==> config.mk <==
export PLATFORM = sky130hd
export DESIGN_NAME = register_scoreboard
export DESIGN_NICKNAME = d
export VERILOG_FILES = /design/src/rtl/register_scoreboard.sv
export SDC_FILE = /design/constraint.sdc
export NUM_CORES = 1
export LEC_CHECK = 0
export BUFFER_PORTS_ARGS = -buffer_cell sky130_fd_sc_hd__buf_2
export CORE_UTILIZATION = 30
export CTS_CLUSTER_SIZE = 20
export DETAILED_ROUTE_END_ITERATION = 10
export SYNTH_ARGS = -nofsm -noshare
export SYNTH_HDL_FRONTEND = slang
export SYNTH_SLANG_ARGS = --single-unit
==> constraint.sdc <==
create_clock -name clk -period 4.1 [get_ports clk]
set_input_delay 0.615 -clock clk [delete_from_list [all_inputs] [get_ports clk]]
set_output_delay 0.615 -clock clk [all_outputs]
set_load 0.03 [all_outputs]
==> src/rtl/register_scoreboard.sv <==
// register_scoreboard
// Per-register pending-write counters for the ARM pipeline. A writer that
// issues from ID bumps the count of its destination; writeback or cancel
// brings it back down. ID source operands are reported available only when
// no writer is pending on them.
//
// Optional feature macro: SCOREBOARD_WB_BYPASS_EN
//   When defined, a register with exactly one pending writer that is being
//   written back this cycle (and not re-issued) reports available in the
//   same cycle, adding a combinational path from WB_* to src*_available.
//   When undefined, availability comes purely from the registered counts.

module register_scoreboard #(
    parameter int NUM_REGS = 16,
    parameter int CNT_W    = 2
) (
    input  logic                        clk,
    input  logic                        rst,
    input  logic                        issue_en,
    input  logic                        issue_WB_EN,
    input  logic [$clog2(NUM_REGS)-1:0] issue_Dest,
    input  logic                        WB_WB_EN,
    input  logic [$clog2(NUM_REGS)-1:0] WB_Dest,
    input  logic                        cancel_en,
    input  logic [$clog2(NUM_REGS)-1:0] cancel_Dest,
    input  logic [$clog2(NUM_REGS)-1:0] Rn,
    input  logic [$clog2(NUM_REGS)-1:0] Src2,
    input  logic                        Two_src,
    output logic                        src1_available,
    output logic                        src2_available,
    output logic                        busy,
    output logic                        overflow_err,
    output logic                        underflow_err
);

    localparam int IDX_W = $clog2(NUM_REGS);
    // Two extra bits: one of headroom for +1, one for the sign of a -2 result.
    localparam int SUM_W = CNT_W + 2;
    localparam logic signed [SUM_W-1:0] MAX_CNT = SUM_W'((1 << CNT_W) - 1);

    logic [CNT_W-1:0]        cnt_q [NUM_REGS];
    logic [CNT_W-1:0]        cnt_d [NUM_REGS];
    logic                    ovf_q;
    logic                    ovf_d;
    logic                    unf_q;
    logic                    unf_d;
    logic [NUM_REGS-1:0]     freeVec;
    logic                    busyAny;

    logic                    incHit;
    logic                    wbHit;
    logic                    canHit;
    logic signed [SUM_W-1:0] sum;

    // Next count per register: apply +inc -dec, saturate high, clamp low, and latch errors.
    always_comb begin
        cnt_d  = cnt_q;
        ovf_d  = ovf_q;
        unf_d  = unf_q;
        incHit = 1'b0;
        wbHit  = 1'b0;
        canHit = 1'b0;
        sum    = '0;
        for (int r = 0; r < NUM_REGS; r++) begin
            incHit = issue_en & issue_WB_EN & (issue_Dest == IDX_W'(r));
            wbHit  = WB_WB_EN & (WB_Dest == IDX_W'(r));
            canHit = cancel_en & (cancel_Dest == IDX_W'(r));
            sum    = $signed({2'b00, cnt_q[r]})
                   + $signed(SUM_W'(incHit))
                   - $signed(SUM_W'(wbHit))
                   - $signed(SUM_W'(canHit));
            if (sum[SUM_W-1]) begin
                cnt_d[r] = '0;
                unf_d    = 1'b1;
            end else if (sum > MAX_CNT) begin
                cnt_d[r] = MAX_CNT[CNT_W-1:0];
                ovf_d    = 1'b1;
            end else begin
                cnt_d[r] = sum[CNT_W-1:0];
            end
        end
    end

    // Counter and sticky error state; reset discards any events in the same cycle.
    always_ff @(posedge clk) begin
        if (rst) begin
            for (int r = 0; r < NUM_REGS; r++) begin
                cnt_q[r] <= '0;
            end
            ovf_q <= 1'b0;
            unf_q <= 1'b0;
        end else begin
            cnt_q <= cnt_d;
            ovf_q <= ovf_d;
            unf_q <= unf_d;
        end
    end

    // Per-register "no pending writer" view, optionally releasing on a final writeback.
    always_comb begin
        freeVec = '0;
        for (int r = 0; r < NUM_REGS; r++) begin
            freeVec[r] = (cnt_q[r] == '0);
`ifdef SCOREBOARD_WB_BYPASS_EN
            if ((cnt_q[r] == CNT_W'(1)) && WB_WB_EN && (WB_Dest == IDX_W'(r))
                && !(issue_en && issue_WB_EN && (issue_Dest == IDX_W'(r)))) begin
                freeVec[r] = 1'b1;
            end
`endif
        end
    end

    // Busy whenever any register still has an in-flight writer.
    always_comb begin
        busyAny = 1'b0;
        for (int r = 0; r < NUM_REGS; r++) begin
            if (cnt_q[r] != '0) begin
                busyAny = 1'b1;
            end
        end
    end

    assign src1_available = freeVec[Rn];
    assign src2_available = !Two_src | freeVec[Src2];
    assign busy           = busyAny;
    assign overflow_err   = ovf_q;
    assign underflow_err  = unf_q;

endmodule

==> results_dict.tcl <==
set metrics [dict create \
    whs_endpoint "overflow_err" \
    reg2regPathDepth 9 \
    drt-total-wl_mm 8.49 \
    num_antenna_cells 0 \
    status "finished clean" \
    crit_type "in2reg" \
    reg2reg_setup_slack_ps 1850 \
    leakage_nw 1.75 \
    synth_cells 411 \
    grt_pass1_wl_mm 13.8 \
    final-setup-viol-count 0 \
    drt-pass1-iter-count 4 \
    internal_power_uw 681 \
    fp.dieH_um 105 \
    timing_hold_violations_final 0 \
    setup_ws_ps 1360 \
    ys_ff_latch 34 \
    tns_ps 0 \
    io_buffers 31 \
    p_total_uw 968 \
    cts-hold-fix-buffers 0 \
    post-route-period-util 0.669 \
    clkPwrFrac 0.392 \
    postCtsSetupRepairBufs 0 \
    cp_cell_sequence "buf_2 > or3b_2 > nor2_1 > fa_1 > inv_1 > ha_1 > ha_1 > inv_1 > a222oi_1 > a31oi_1" \
    swShare 0.296 \
    whs_path_depth 2 \
    crit_buf_inv 3 \
    stdcell_area_mm2 0.00363 \
    start_util 0.309 \
    post-dp-hpwl_mm 7.15 \
    drcViolationCount 0 \
    post-place-ws_ps 1140 \
    seq_area_frac_synth 0.213 \
    syn_nets 502 \
    cp.required_ps 4250 \
    placed_cell_area_mm2 0.00349 \
    die_w_um 105 \
    clock.fmax_ghz 0.365 \
    slowest_delay_ps 510 \
    overflow 0 \
    cts-resized-gates 0 \
    p_switching_uw 287 \
    relSlewSlack 0.556 \
    ant_nets 0 \
    syn2layout_area_growth_pct 13.7 \
    slowest_stage "or3b_2" \
    htreeDepth 2 \
    rsz0062_at_grt "false" \
    synth_area_mm2 0.00319 \
    post_drt_wl_per_cell_um 14.6 \
    peakVddDrop_mv 0.165 \
    antenna_found_initial 0 \
    reg2reg_from "cnt_q[2]" \
    max-cap-violations 0 \
    rows 37 \
    min_period_ps 2740 \
    hold_class "reg2reg" \
    timing.hold.worst.start "overflow_err" \
    grt_max_degree 35 \
    cts_made_buffers 5 \
    timing.rr.end "underflow_err" \
    synth_cell_type_count 33 \
    start_kind "input pin" \
    slew_viol_final 0 \
    cp_max_fo 5 \
    cts-root-buf "clkbuf_8" \
    finClkSkew_ps 9.93 \
    vias 2835 \
    routabilityCongestion 0.944 \
    cts_tree "yes" \
    clk_pin_slew_ps 80 \
    pwr_density_cell_mw_per_mm2 267 \
    postSynthAreaPerCell_um2 7.77 \
    clk_path_buf_depth 2 \
    end_kind "register" \
    final_nets 535 \
    via_per_inst 4.88 \
    cts.sinks 34 \
    worstPathArrival_ps 2900 \
    tightest_slew_ps 666 \
    core_mm2 0.0103 \
    path_delay_family "adder cells" \
    ys.warnings.count 0 \
    first_iter_violations 134 \
    grt_usage 0.163 \
    drive_gt1_frac 0.108 \
    clk_latency_ps 300 \
    grt_pass1_vias 2781 \
    p_seq_frac 0.373 \
    pin_count 32 \
    power_frac_comb 0.235 \
    die_area_mm2 0.0111 \
]
power groups by stage:
stage | clock network, mW | logic, mW | registers [mW]
after floorplan | 0 | 0.153 | 0.367
after global placement | 0 | 0.221 | 0.368
after detailed placement | 0 | 0.225 | 0.369
after CTS | 0.387 | 0.228 | 0.361
after global routing | 0.404 | 0.260 | 0.363
final | 0.380 | 0.228 | 0.361
through the flow:
step	cells	hold WS, ps	utilization
after floorplan	411	689	-
after global placement	573	634	0.338
after detailed placement	573	639	0.338
after CTS	581	666	0.352
after global routing	581	725	0.352
final	581	655	0.352
cell usage after synthesis:
cell / count / share of area
o21ai_0: 14 / 0.022
a31o_2: 1 / 0.0027
a2111o_1: 1 / 0.0035
mux4_2: 5 / 0.035
or3b_2: 2 / 0.0055
ha_1: 48 / 0.19
nor3_1: 16 / 0.025
a22o_1: 1 / 0.0027
nand4_1: 9 / 0.018
clkbuf_1: 4 / 0.0047
and4_1: 1 / 0.0027
a311o_1: 1 / 0.0031
fa_1: 16 / 0.10
a31oi_1: 1 / 0.0020
buf_6: 1 / 0.0035
o22ai_1: 1 / 0.0020
nand2b_1: 25 / 0.049
mux4_1: 1 / 0.0082
inv_1: 77 / 0.091
a222oi_1: 1 / 0.0031
nand3_1: 2 / 0.0031
mux2i_1: 3 / 0.0094
o221ai_1: 1 / 0.0027
nand3b_1: 4 / 0.0094
nor2_1: 62 / 0.073
nand2_1: 36 / 0.042
or3_1: 2 / 0.0039
a21oi_1: 34 / 0.053
nor4b_1: 1 / 0.0027
dfxtp_1: 34 / 0.21
nor4_1: 3 / 0.0059
o221ai_2: 1 / 0.0047
a211oi_1: 2 / 0.0047
layout make-up:
type                            instances  area, um^2
Fill cell                            1078        6690
Multi-Input combinational cell        295        2200
Sequential cell                        34         681
Inverter                               77         289
Tap cell                              136         170
Timing Repair Buffer                   31         155
Clock buffer                            5        68.8
Clock inverter                          3        68.8
registers in the layout (all words and copies together), names as in the netlist:
name / cells
underflow_err: 1
overflow_err: 1
cnt_q: 32
metal layers:
metal | up-vias | GRT usage | share of wire
met1 | 1299 | 0.217 | 0.46
li1 | 1437 | - | -
met5 | - | 0 | 0
met2 | 81 | 0.277 | 0.46
met3 | 18 | 0.0225 | 0.065
met4 | 0 | 0.0412 | 0.018
cells in the final DEF, fill, tap and decap left out:
| master | count |
|---|---|
| nand3b_1 | 4 |
| and4_1 | 1 |
| o221ai_1 | 1 |
| buf_2 | 31 |
| nand2_1 | 36 |
| o221ai_2 | 1 |
| nand4_1 | 9 |
| inv_1 | 77 |
| o21ai_0 | 14 |
| dfxtp_1 | 34 |
| nand3_1 | 2 |
| nor4b_1 | 1 |
| o22ai_1 | 1 |
| a211oi_1 | 2 |
| a222oi_1 | 1 |
| a31oi_1 | 1 |
| a22o_1 | 1 |
| fa_1 | 16 |
| ha_1 | 48 |
| mux4_2 | 5 |
| mux4_1 | 1 |
| a21oi_1 | 34 |
| bufinv_16 | 2 |
| nor2_1 | 62 |
| or3_1 | 2 |
| nand2b_1 | 25 |
| mux2i_1 | 3 |
| a311o_1 | 1 |
| or3b_2 | 2 |
| nor3_1 | 16 |
| clkbuf_8 | 5 |
| a31o_2 | 1 |
| clkinv_4 | 1 |
| a2111o_1 | 1 |
| nor4_1 | 3 |
worst min-delay path: stages, from the launching register on:
cell and delay [ps]:
dfxtp_1 410, nor3_1 90, a21oi_1 120
how the worst max path moves through the flow:
| stage | cells past startpoint | startpoint | to | slack, ps |
|---|---|---|---|---|
| after floorplan | 9 | WB_Dest[3] | underflow_err | 1500 |
| after global placement | 10 | cancel_Dest[1] | underflow_err | 1150 |
| after detailed placement | 10 | cancel_Dest[1] | underflow_err | 1140 |
| after CTS | 10 | WB_Dest[3] | underflow_err | 1390 |
| after global routing | 10 | WB_Dest[3] | underflow_err | 1250 |
| final | 10 | WB_Dest[3] | underflow_err | 1360 |
logic make-up after synthesis:
family	Yosys count	share of synthesized area
mux	9	0.0529
fa+ha+maj	64	0.288
simple gates	163	0.240
buf+inv	82	0.0987
flops	34	0.213
compound gates	59	0.107
Power figures use the tool's default switching activity.
